===== config.mk =====
export PLATFORM = sky130hd
export DESIGN_NAME = tmds_channel_receiver
export DESIGN_NICKNAME = d
export VERILOG_FILES = /design/src/rtl/tmds_pkg.sv /design/src/rtl/tmds_symbol_decode.sv /design/src/rtl/tmds_channel_receiver.sv
export SDC_FILE = /design/constraint.sdc
export NUM_CORES = 1
export LEC_CHECK = 0
export CORE_MARGIN = 8
export CORE_UTILIZATION = 31
export DETAILED_ROUTE_END_ITERATION = 10
export SETUP_SLACK_MARGIN = 0.15
export SLEW_MARGIN = 20
export SYNTH_ARGS = -nofsm -noshare
export SYNTH_HDL_FRONTEND = slang
export SYNTH_SLANG_ARGS = --single-unit

===== constraint.sdc =====
create_clock -name clk_pixel -period 5.7 [get_ports clk_pixel]
set_clock_uncertainty 0.15 [all_clocks]
set_input_delay 0.855 -clock clk_pixel [delete_from_list [all_inputs] [get_ports clk_pixel]]
set_output_delay 0.855 -clock clk_pixel [all_outputs]
set_load 0.01 [all_outputs]

===== src/rtl/tmds_pkg.sv =====
// tmds_pkg: TMDS control-token constants, receiver FSM states
// and the token matcher shared by the receive path.
package tmds_pkg;

  localparam logic [9:0] CTL00 = 10'b1101010100;
  localparam logic [9:0] CTL01 = 10'b0010101011;
  localparam logic [9:0] CTL10 = 10'b0101010100;
  localparam logic [9:0] CTL11 = 10'b1010101011;

  typedef enum logic [1:0] {
    SEARCH = 2'd0,
    VERIFY = 2'd1,
    LOCKED = 2'd2
  } state_e;

  function automatic logic tmds_is_token(
    input logic [9:0] q
  );
    return (q == CTL00) || (q == CTL01) ||
           (q == CTL10) || (q == CTL11);
  endfunction

endpackage


===== src/rtl/tmds_symbol_decode.sv =====
// tmds_symbol_decode: combinational TMDS symbol decoder.
// Ports: i_sym (10-bit symbol) -> o_de, o_ctrl {C1,C0}, o_data.
module tmds_symbol_decode
  import tmds_pkg::*;
(
  input  logic [9:0] i_sym,
  output logic       o_de,
  output logic [1:0] o_ctrl,
  output logic [7:0] o_data
);

  logic [7:0] w_d;

  // q[9] flags a transmit-side inversion of the low byte
  assign w_d = i_sym[9] ? ~i_sym[7:0] : i_sym[7:0];

  always_comb begin
    o_de   = 1'b1;
    o_ctrl = 2'b00;
    o_data = 8'h00;
    unique case (i_sym)
      CTL00: o_de = 1'b0;
      CTL01: begin
        o_de   = 1'b0;
        o_ctrl = 2'b01;
      end
      CTL10: begin
        o_de   = 1'b0;
        o_ctrl = 2'b10;
      end
      CTL11: begin
        o_de   = 1'b0;
        o_ctrl = 2'b11;
      end
      default: begin
        // q[8] selects XOR (1) or XNOR (0) chaining
        o_data[0] = w_d[0];
        for (int i = 1; i < 8; i++) begin
          o_data[i] = i_sym[8] ?
            (w_d[i] ^ w_d[i-1]) :
            ~(w_d[i] ^ w_d[i-1]);
        end
      end
    endcase
  end

endmodule


===== src/rtl/tmds_channel_receiver.sv =====
// tmds_channel_receiver: aligns raw deserializer words on TMDS tokens.
// Ports: clk_pixel, reset_n, raw_word, relock -> locked, offset, symbol, de, ctrl, data.
module tmds_channel_receiver
  import tmds_pkg::*;
#(
  parameter int LOCK_TOKENS     = 12,
  parameter int WATCHDOG_CYCLES = 4096
) (
  input  logic       clk_pixel,
  input  logic       reset_n,
  input  logic [9:0] raw_word,
  input  logic       relock,
  output logic       locked,
  output logic [3:0] offset,
  output logic [9:0] symbol,
  output logic       de,
  output logic [1:0] ctrl,
  output logic [7:0] data
);

  localparam int RW = $clog2(LOCK_TOKENS + 1);
  localparam int WW = $clog2(WATCHDOG_CYCLES + 1);
  localparam logic [RW-1:0] RUN_MAX = RW'(LOCK_TOKENS);
  localparam logic [WW-1:0] WD_MAX = WW'(WATCHDOG_CYCLES);

  state_e        r_state;
  logic [9:0]    r_cur;
  logic [9:0]    r_prev;
  logic [3:0]    r_offset;
  logic [RW-1:0] r_run;
  logic [WW-1:0] r_wd;
  logic [9:0]    r_symbol;
  logic          r_de;
  logic [1:0]    r_ctrl;
  logic [7:0]    r_data;

  logic [18:0]   w_hist;
  logic [9:0]    w_win [10];
  logic [9:0]    w_match;
  logic          w_any;
  logic [3:0]    w_first;
  logic [9:0]    w_sel;
  logic          w_tok;
  logic [RW-1:0] w_run_inc;
  logic [WW-1:0] w_wd_inc;
  logic          w_complete;
  logic          w_expire;
  logic          w_stay;
  logic          w_de;
  logic [1:0]    w_ctrl;
  logic [7:0]    w_data;

  // bit 0 of w_hist is the oldest received bit
  assign w_hist = {r_cur[8:0], r_prev};

  for (genvar k = 0; k < 10; k++) begin : g_match
    assign w_win[k]   = w_hist[k+9:k];
    assign w_match[k] = tmds_is_token(w_win[k]);
  end

  assign w_any = |w_match;

  always_comb begin
    w_first = 4'd0;
    for (int k = 9; k >= 0; k--) begin
      if (w_match[k]) w_first = 4'(k);
    end
  end

  always_comb begin
    w_sel = w_win[0];
    for (int k = 1; k < 10; k++) begin
      if (r_offset == 4'(k)) w_sel = w_win[k];
    end
  end

  assign w_tok      = tmds_is_token(w_sel);
  assign w_run_inc  = r_run + RW'(1);
  assign w_wd_inc   = r_wd + WW'(1);
  assign w_complete = w_tok && (r_run != RUN_MAX) &&
                      (w_run_inc == RUN_MAX);
  assign w_expire   = (w_wd_inc == WD_MAX);

  // decode only while locked both before and after this edge
  assign w_stay = (r_state == LOCKED) && !relock &&
                  (w_complete || !w_expire);

  tmds_symbol_decode u_dec (
    .i_sym  (w_sel),
    .o_de   (w_de),
    .o_ctrl (w_ctrl),
    .o_data (w_data)
  );

  always_ff @(posedge clk_pixel or negedge reset_n) begin
    if (!reset_n) begin
      r_state  <= SEARCH;
      r_cur    <= '0;
      r_prev   <= '0;
      r_offset <= '0;
      r_run    <= '0;
      r_wd     <= '0;
      r_symbol <= '0;
      r_de     <= 1'b0;
      r_ctrl   <= '0;
      r_data   <= '0;
    end else begin
      r_cur  <= raw_word;
      r_prev <= r_cur;

      if (w_stay) begin
        r_symbol <= w_sel;
        r_de     <= w_de;
        r_ctrl   <= w_ctrl;
        r_data   <= w_data;
      end else begin
        r_symbol <= '0;
        r_de     <= 1'b0;
        r_ctrl   <= '0;
        r_data   <= '0;
      end

      if (relock) begin
        r_state <= SEARCH;
        r_run   <= '0;
        r_wd    <= '0;
      end else begin
        case (r_state)
          SEARCH: begin
            if (w_any) begin
              r_offset <= w_first;
              r_run    <= RW'(1);
              r_state  <= VERIFY;
            end
          end
          VERIFY: begin
            if (w_tok) begin
              r_run <= w_run_inc;
              if (w_run_inc == RUN_MAX) begin
                r_state <= LOCKED;
                r_wd    <= '0;
              end
            end else begin
              r_state <= SEARCH;
              r_run   <= '0;
            end
          end
          LOCKED: begin
            if (!w_tok) r_run <= '0;
            else if (r_run != RUN_MAX) r_run <= w_run_inc;
            // a completed run beats a same-cycle expiry
            if (w_complete) begin
              r_wd <= '0;
            end else if (w_expire) begin
              r_state <= SEARCH;
              r_wd    <= '0;
              r_run   <= '0;
            end else begin
              r_wd <= w_wd_inc;
            end
          end
          default: r_state <= SEARCH;
        endcase
      end
    end
  end

  assign locked = (r_state == LOCKED);
  assign offset = r_offset;
  assign symbol = r_symbol;
  assign de     = r_de;
  assign ctrl   = r_ctrl;
  assign data   = r_data;

endmodule


# Word-level counts from Yosys, hierarchy flattened
# Index checks and enable logic that the tools add are counted.
# word_totals
reg_bits	64
input_bits	13
output_inout_bits	26
elab_cells	196
# op_classes
n_addsub	2
n_eq_ne	64
n_mux	55
n_bitwise	16
n_reduce_logical	49
# op_table
cell	count
equality test 10 bit, second input constant	22
equality test 10 x 8 -> 1 bit, second input constant	11
equality test 10 x 9 -> 1 bit, second input constant	11
two-way mux 10 bit	10
two-way mux 4 bit	17
two-way mux 13 bit	5
logical OR 1 bit	34
one-hot mux 13 bit (2 select lines)	1
two-way mux 8 bit	3
equality test 4 x 3 -> 1 bit, second input constant	4
two-way mux 2 bit	7
adder 13 x 1 -> 13 bit, second input constant	1
equality test 13 bit, second input constant	1
equality test 4 bit, second input constant	3
!= test 3 bit, second input constant	4
one-hot mux 2 bit (3 select lines)	2
one-hot mux 4 bit (3 select lines)	1
OR reduction 10 bit	1
two-way mux 1 bit	9
equality test 4 x 2 -> 1 bit, second input constant	2
!= test 4 bit, second input constant	2
inverter 1 bit	8
inverter 8 bit	1
XOR 1 bit	7
14 further kinds	19

# Logic depth before layout (Yosys ltp)
# Gate-level depths: netlist of the first run.
# depth
depth_word	19
ltp_mapped	19
depth_no_buf	14

# Hierarchy
# A second synthesis of the first run with hierarchy kept.
# unflattened
cells_unflattened	572
area_unflattened_um2	5027.3
# by_module_without_submodules
module	instances	cells_each	area_per_inst_um2
tmds_channel_receiver	1	528	4635.7
tmds_symbol_decode	1	44	391.6

# Worst setup path after synthesis of the first run
# No wires, ideal clock.
# synth_path
path_kind	flip-flop to flip-flop
from	register r_offset[1], in the netlist offset[1]
to	register r_wd[7]
setup_time_ns	0.082
arrival_time_ns	3.576
required_time_ns	5.468
setup_slack_ns	1.892
stages_incl_launch_ff	19
n_path_buf	4
period_less_slack_ns	3.808
cell_sequence	dfrtp_1 > buf_6 > buf_8 > buf_6 > or4_1 > a21oi_1 > nor2_1 > a22oi_1 > o211ai_1 > o311ai_0 > inv_1 > ha_1 > and4_1 > nand3_1 > o41ai_4 > a2111oi_4 > buf_6 > nand2_1 > a31oi_1
# synth_via
elab_chain_len	19
word_cells_on_any_way	32
cone_classes	eq/ne: 14; mux: 12; reduce/logical: 6
# synth_rtl
element	line_no	source
from (decl)	tmds_channel_receiver.sv:29	logic [3:0] r_offset;
from (signal assigned)	tmds_channel_receiver.sv:131	r_offset <= w_first;
equality test 4 x 1 -> 1 bit	tmds_channel_receiver.sv:73	if (r_offset == 4'(k)) w_sel = w_win[k];
two-way mux 10 bit (8 in series)	tmds_channel_receiver.sv:73	
two-way mux 10 bit *	tmds_channel_receiver.sv:73	
equality test 10 bit or equality test 10 x 8 -> 1 bit (tied branches)	tmds_pkg.sv:19	return (q == CTL00) || (q == CTL01) ||
logical OR 1 bit (2 in series)	tmds_pkg.sv:19	
logical OR 1 bit *	tmds_pkg.sv:20	(q == CTL10) || (q == CTL11);
logical AND 1 bit (2 in series)	tmds_channel_receiver.sv:80	assign w_complete = w_tok && (r_run != RUN_MAX) &&
two-way mux 13 bit	tmds_channel_receiver.sv:152	if (w_complete) begin
one-hot mux 13 bit (2 select lines)	tmds_channel_receiver.sv:128	case (r_state)
two-way mux 13 bit	tmds_channel_receiver.sv:123	if (relock) begin
to (signal assigned)	tmds_channel_receiver.sv:159	r_wd <= w_wd_inc;
to (decl)	tmds_channel_receiver.sv:31	logic [WW-1:0] r_wd;
# Mark *: on every way between the ends. The rest lies on a longest branch, timed or not.
# A chain may end at the register's enable or synchronous reset.

# Worst setup path after layout of the first run
# layout_path
from	register r_offset[2], in the netlist offset[2]
to	register r_wd[5]
# Same word-level chain as after synthesis.

==> out/summary.txt, run 1 <==
GRT
-------------------------------------------------------------------------------------
Largest net degree at the start of global routing ......................           65
Total global routing overflow ..........................................            0
Most congested layer reported by global routing ........................         met2
Global-route wire length before repair .................................      22.3 mm
Global router's overall resource usage .................................        14.1%
Met2 usage in global routing ...........................................        22.4%
Met1 global-route usage ................................................        17.2%
Global Route met3 Usage ................................................        3.35%
Number of global-route vias before repair ..............................         4273
Initial antenna violation count ........................................            0

DIE
-------------------------------------------------------------------------------------
Die Footprint ..........................................................   0.0195 mm²
Die height .............................................................       140 µm
Placeable core region ..................................................   0.0151 mm²
I/O Pins ...............................................................           39
Initial cell density of the core .......................................        31.4%
Width of the die .......................................................       140 µm
Standard-cell row count ................................................           45

DRT
-------------------------------------------------------------------------------------
Length of the first detailed-routing pass in iterations ................            5
Number of vias after detailed routing ..................................         4346
Aggregate routed wire length ...........................................      13.4 mm
Average wire per standard cell .........................................      17.7 µm
Number of remaining DRC errors .........................................            0
Antenna-violating nets left ............................................            0
Post-detailed-route via-to-cell ratio ..................................         5.74
Count of routing violations after the opening detailed-route iteration .          439

LOGIC SYNTHESIS
-------------------------------------------------------------------------------------
Mapped Nets ............................................................          577
Sequential share of the synthesized area ...............................        33.8%
Yosys warning total ....................................................            0
Count of unique library cells instantiated by Yosys ....................           84
FFs w/ async S/R, synth ................................................         100%
EDFF count, synth ......................................................            0
Average instance area after synthesis ..................................     8.61 µm²
Synth Register Bits ....................................................           64
Prevailing post-synth register cell .................................... sky130_fd_sc_hd__dfrtp_1
Cell count after synthesis .............................................          551
Cell area after technology mapping .....................................  0.00474 mm²

CLOCK TREE
-------------------------------------------------------------------------------------
Cells resized by post-CTS repair .......................................            0
Clk Tree Root Cell ..................................................... sky130_fd_sc_hd__clkbuf_16
Post-CTS repair timing setup buffer count ..............................            0
Htree depth ............................................................            3
Clock-pin slew of the registers on the worst-case setup and hold paths .      0.06 ns
Clk_lat worst skew .....................................................      0.34 ns
Clock buffers created by TritonCTS .....................................            9
Count of hold-fix buffers inserted at cts ..............................            0
Maximum clock insertion buffer count ...................................            2
TritonCTS clock tree ...................................................          yes
Clock sink total .......................................................           64

CELLS AND AREA
-------------------------------------------------------------------------------------
Final #Nets ............................................................          590
Commonest cells after routing, fill and taps aside ..................... sky130_fd_sc_hd__dfrtp_1 (64), sky130_fd_sc_hd__nor2_1 (58), sky130_fd_sc_hd__nand2_1 (44)
Non-filler instance count after layout .................................          757
Most common library cell in the layout ignoring fill and taps .......... sky130_fd_sc_hd__dfrtp_1
Antenna diodes .........................................................            0
Filler instances .......................................................         1529
Synthesis-to-finish area growth ........................................        15.3%
Proportion of layout cells with a drive suffix above 1 .................        7.91%

SETUP PATH
-------------------------------------------------------------------------------------
Critical path buffers and inverters ....................................            1
Kind of cell adding the most delay to the critical path ................ compound AO/OA/AOI/OAI gates
Most used cell, CP ..................................................... sky130_fd_sc_hd__o21ai_0
Critical-path cell with the highest stage delay ........................ sky130_fd_sc_hd__dfrtp_1
Crit path max fanout ...................................................           28
Setup Crit Path Kind ................................................... flip-flop to flip-flop
Chain of cells forming the critical path ............................... nor4b_2 -> nand2_1 -> o21ai_0 -> o22ai_1 -> a221oi_1 -> inv_1 -> ha_1 -> and4_1 -> nand3_1 -> o41ai_4 -> a2111oi_4 -> o21ai_0 -> a31oi_1
Arrival time of data at the critical path endpoint .....................      4.79 ns
Biggest cell delay along the critical path .............................      0.90 ns
CP startpoint kind .....................................................    flip-flop
Kind of end point of the critical path .................................    flip-flop
Critical path data required time .......................................      5.82 ns

STA
-------------------------------------------------------------------------------------
Count of final setup violators .........................................            0
Worst Hold Slack .......................................................     0.201 ns
Final critical delay including setup and external delays ...............      4.67 ns
Setup repair after global routing missed its margin ....................           no
Number of pins with negative max-slew slack in the final report ........            0
Final hold viol count ..................................................            0
Slew of the pin with the lowest slew margin ............................      1.06 ns
F_max ..................................................................    0.214 GHz
Post-Route Setup TNS ...................................................         0 ns
Slew HR ................................................................        28.2%
Final critical-path share of the clock period ..........................        82.0%

POWER AND IR DROP
-------------------------------------------------------------------------------------
Peak supply drop .......................................................   0.000144 V
Leakage Power ..........................................................      2.11 nW
Areal power density over the cells .....................................   291 mW/mm²

PLACED DESIGN
-------------------------------------------------------------------------------------
Placed cell count ......................................................          741
Final HPWL DP ..........................................................      9.51 mm
Global placement routability congestion ................................        0.891
Port bufs ..............................................................           38

WORST HOLD PATH
-------------------------------------------------------------------------------------
Class of the tightest hold or removal check ............................ flip-flop to flip-flop

RUN
-------------------------------------------------------------------------------------
Maxcap violations ......................................................            0

OUTCOME
-------------------------------------------------------------------------------------
Result of the run ...................................................... complete, no violations

## cells by family (layout without fill, tap and decap cells)
family	Yosys count	in the layout	share of synthesized area, %
muxes	15	15	4.03
AOI/OAI and AO/OA	155	155	23.8
and+or+nand+nor	222	222	25.1
adders and majority gates	13	13	3.43
DFF	64	64	33.8
xor gates and xnor gates	16	16	2.95
buffers and inverters	66	84	6.88
## flip-flops by register name, indices dropped and copies added (netlist names)
signal	cells
offset	4
r_wd	13
r_cur	10
de	1
r_state	2
r_run	4
ctrl	2
data	8
symbol	10
r_prev	10
## path summary, 6_finish.rpt
kind / startpoint / endpoint / slack, ns / cells past startpoint
worst max register to register: offset[2]$_DFFE_PN0P_ / r_wd[5]$_DFFE_PN0P_ / 1.03 / 13
min in group asynchronous: reset_n / r_prev[4]$_DFF_PN0_ / 0.53 / 2
worst min register to register: r_cur[9]$_DFF_PN0_ / r_prev[9]$_DFF_PN0_ / 0.20 / 0
worst min-delay path: r_cur[9]$_DFF_PN0_ / r_prev[9]$_DFF_PN0_ / 0.20 / 0
worst max-delay path: offset[2]$_DFFE_PN0P_ / r_wd[5]$_DFFE_PN0P_ / 1.03 / 13
max in group asynchronous: reset_n / data[3]$_DFF_PN0_ / 4.31 / 2
## report_power, final
part / switching [mW] / internal [mW]
sequential: 0.0578 / 0.467
clock: 0.207 / 0.352
combinational: 0.285 / 0.223
total: 0.550 / 1.04
## layer usage
metal	wire [µm]	up-vias
met1	5800	2090
met5	0	-
met4	445	0
met3	877	38
met2	6300	151
li1	-	2067
## metrics by stage
stage | power, mW | utilization [%] | area, µm² | setup WS (ns)
global placement | 1.04 | 34.3 | 5170 | 1.15
detailed placement | 1.04 | 34.3 | 5170 | 1.05
CTS | 1.60 | 36.3 | 5470 | 1.03
floorplan | 0.920 | - | 4740 | 1.89
global route | 1.68 | 36.3 | 5470 | 0.621
finish | 1.59 | 36.3 | 5470 | 1.03
## cells in the mapped netlist (all sizes together) (8+ instances only)
library cell | n | area, µm²
nor2b | 13 | 81.3
dfrtp | 64 | 1600
xnor2 | 14 | 123
nor3 | 12 | 60.1
a21oi | 15 | 75.1
buf | 22 | 161
o22ai | 9 | 56.3
o21ai | 45 | 225
nand2b | 17 | 106
nand3 | 14 | 70.1
ha | 13 | 163
nand2 | 44 | 165
a31oi | 15 | 93.8
nor2 | 60 | 230
clkbuf | 19 | 71.3
nand4 | 8 | 50.1
inv | 25 | 93.8
## area by class of cell
type	count	area, µm²	area share, %
repair buffers	43	425	7.77
well taps	188	235	4.30
flip-flops and latches	64	1600	29.3
multi-input cells	421	2820	51.5
clock inverters	4	52.6	0.960
clock buffers	12	246	4.50
inverters	25	93.8	1.72
No activity file was read; power rests on OpenSTA's default activity.
==> run 2: changes to the inputs <==
==> constraint.sdc (replaced) <==
create_clock -name clk_pixel -period 4.1 [get_ports clk_pixel]
set_clock_uncertainty 0.15 [all_clocks]
set_input_delay 0.615 -clock clk_pixel [delete_from_list [all_inputs] [get_ports clk_pixel]]
set_output_delay 0.615 -clock clk_pixel [all_outputs]
set_load 0.01 [all_outputs]
==> out/summary.txt, run 2 (same netlist as run 1, synthesis figures left out) <==
CLOCK TREE
-------------------------------------------------------------------------------------
Clk_lat worst skew .....................................................      0.33 ns   about the same
Maximum clock insertion buffer count ...................................            2   unchanged
Clock-pin slew of the registers on the worst-case setup and hold paths .      0.06 ns   about the same
Clk Tree Root Cell ..................................................... sky130_fd_sc_hd__clkbuf_16
Clock sink total .......................................................           64   unchanged
Htree depth ............................................................            3   unchanged
TritonCTS clock tree ...................................................          yes
Clock buffers created by TritonCTS .....................................            9   unchanged

STA
-------------------------------------------------------------------------------------
Final critical delay including setup and external delays ...............      3.81 ns   -0.866 ns
Final critical-path share of the clock period ..........................        92.9%   +11 points
Slew HR ................................................................        56.5%   +28 points
Setup repair after global routing missed its margin ....................          yes
F_max ..................................................................    0.263 GHz   +23%
Count of final setup violators .........................................            0   unchanged
Slew of the pin with the lowest slew margin ............................     0.647 ns   -0.416 ns
Final hold viol count ..................................................            0   unchanged
Post-Route Setup TNS ...................................................         0 ns   unchanged
Number of pins with negative max-slew slack in the final report ........            0   unchanged

POWER AND IR DROP
-------------------------------------------------------------------------------------
Total Power Consumption ................................................      2.31 mW   +45%
Leakage Power ..........................................................      2.28 nW   +8.3%
Areal power density over the cells .....................................   399 mW/mm²   +37%
Peak supply drop .......................................................   0.000218 V   +52%

RUN
-------------------------------------------------------------------------------------
Maxcap violations ......................................................            0   unchanged

WORST HOLD PATH
-------------------------------------------------------------------------------------
Class of the tightest hold or removal check ............................ input port to async pin

DRT
-------------------------------------------------------------------------------------
Number of remaining DRC errors .........................................            0   unchanged
Count of routing violations after the opening detailed-route iteration .          664   +51%
Average wire per standard cell .........................................      18.0 µm   +1.6%
Number of vias after detailed routing ..................................         4555   +4.8%
Post-detailed-route via-to-cell ratio ..................................         5.75   +0.18%
Aggregate routed wire length ...........................................      14.3 mm   +6.3%
Length of the first detailed-routing pass in iterations ................            7   +2
Antenna-violating nets left ............................................            0   unchanged

SETUP PATH
-------------------------------------------------------------------------------------
Arrival time of data at the critical path endpoint .....................      3.88 ns   -0.91 ns
Critical-path cell with the highest stage delay ........................ sky130_fd_sc_hd__nor3b_2
Crit path max fanout ...................................................           11   -61%
Kind of end point of the critical path .................................    flip-flop
Setup Crit Path Kind ................................................... flip-flop to flip-flop
Chain of cells forming the critical path ............................... nor3b_2 -> nand3_1 -> o221ai_1 -> o21ai_0 -> o21ai_0 -> a221o_1 -> ha_1 -> nand3_1 -> o41ai_4 -> buf_4 -> a21o_1 -> o21ai_0 -> a22o_1
Kind of cell adding the most delay to the critical path ................ compound AO/OA/AOI/OAI gates
Startpoint of the lowest-slack register-to-register path ............... offset[3]$_DFFE_PN0P_
Start point of the critical path ....................................... offset[3]$_DFFE_PN0P_
Critical path data required time .......................................      4.17 ns   -1.65 ns
Biggest cell delay along the critical path .............................      0.50 ns   -0.40 ns
Most used cell, CP ..................................................... sky130_fd_sc_hd__o21ai_0
CP startpoint kind .....................................................    flip-flop
Critical path buffers and inverters ....................................            1   unchanged

CELLS AND AREA
-------------------------------------------------------------------------------------
Proportion of layout cells with a drive suffix above 1 .................        14.7%   +6.8 points
Most common library cell in the layout ignoring fill and taps .......... sky130_fd_sc_hd__dfrtp_1
Non-filler instance count after layout .................................          792   +4.6%
Antenna diodes .........................................................            0   unchanged
Final #Nets ............................................................          626   +6.1%
Flip-flop count of the largest register after layout ...................           13   unchanged
Commonest cells after routing, fill and taps aside ..................... sky130_fd_sc_hd__dfrtp_1 (61), sky130_fd_sc_hd__nor2_1 (57), sky130_fd_sc_hd__nand2_1 (44)
Synthesis-to-finish area growth ........................................        22.0%
Biggest register .......................................................         r_wd

DIE
-------------------------------------------------------------------------------------
Initial cell density of the core .......................................        31.4%   unchanged
Standard-cell row count ................................................           45   unchanged
Die Footprint ..........................................................   0.0195 mm²   unchanged
Placeable core region ..................................................   0.0151 mm²   unchanged
I/O Pins ...............................................................           39   unchanged
Die height .............................................................       140 µm   unchanged
Width of the die .......................................................       140 µm   unchanged

PLACED DESIGN
-------------------------------------------------------------------------------------
Port bufs ..............................................................           38   unchanged
Placed cell count ......................................................          770   +3.9%
Final HPWL DP ..........................................................      10.3 mm   +8.4%
Global placement routability congestion ................................        0.908   +1.9%

GRT
-------------------------------------------------------------------------------------
Global-route wire length before repair .................................      23.0 mm   +3.0%
Number of global-route vias before repair ..............................         4429   +3.7%
Largest net degree at the start of global routing ......................           41   -37%
Global router's overall resource usage .................................        14.5%   +0.33 points
Initial antenna violation count ........................................            0   unchanged
Total global routing overflow ..........................................            0   unchanged

OUTCOME
-------------------------------------------------------------------------------------
Result of the run ...................................................... complete, no violations

[run 2: worst paths after layout]
| kind | endpoint | slack, ns | cells after the start |
|---|---|---|---|
| worst max-delay path | r_wd[11]$_DFFE_PN0P_ | 0.29 | 13 |
| worst min-delay path | r_prev[2]$_DFF_PN0_ | 0.1 | 1 |
| worst max register to register | r_wd[11]$_DFFE_PN0P_ | 0.29 | 13 |
| worst min register to register | r_prev[9]$_DFF_PN0_ | 0.21 | 0 |
| max in group asynchronous | data[4]$_DFF_PN0_ | 2.97 | 2 |
| min in group clk_pixel | r_prev[9]$_DFF_PN0_ | 0.21 | 0 |
[run 2: layer usage]
layer	vias up	global-route usage, %	routed length [µm]
met4	0	7.94	440
li1	2137	-	-
met2	198	22.2	6410
met3	35	3.21	1070
met5	-	0	0
met1	2185	18.5	6340
[run 2: stage by stage]
stage	utilization [%]	hold WS [ns]	area, µm²	worst slack (ns)
floorplan	-	0.169	4740	0.292
global placement	35.7	0.192	5390	0.290
detailed placement	35.7	0.202	5390	0.220
CTS	37.7	0.123	5690	0.207
global route	38.4	0.142	5790	0.124
finish	38.4	0.0988	5790	0.292
[run 2: timing repair]
item | in CTS | in global routing
resized for setup | 0 | 8
setup buffers | 0 | 6
hold buffers | 0 | 0
endpoints found under the setup margin | 0 | 26
[run 2: area by class of cell]
type	instances	area [µm²]
fill	1457	9300
multi-input combinational	421	2830
sequential	64	1610
timing repair buffer	79	726
clock buffer	10	239
tap	188	235
inverter	25	93.8
clock inverter	5	57.6
[run 2: worst reg2reg max path: cells and delay by family, from the launching register on]
family | cells | cell delay (ns)
AOI/OAI and AO/OA | 8 | 1.85
and+or+nand+nor | 3 | 0.85
DFF | 1 | 0.47
adders and majority gates | 1 | 0.18
buffers and inverters | 1 | 0.20
[run 2: where the power goes]
part	total, mW	internal [mW]	switching, mW
combinational	0.857	0.378	0.479
clock	0.767	0.482	0.285
sequential	0.687	0.651	0.0357
total	2.31	1.51	0.799
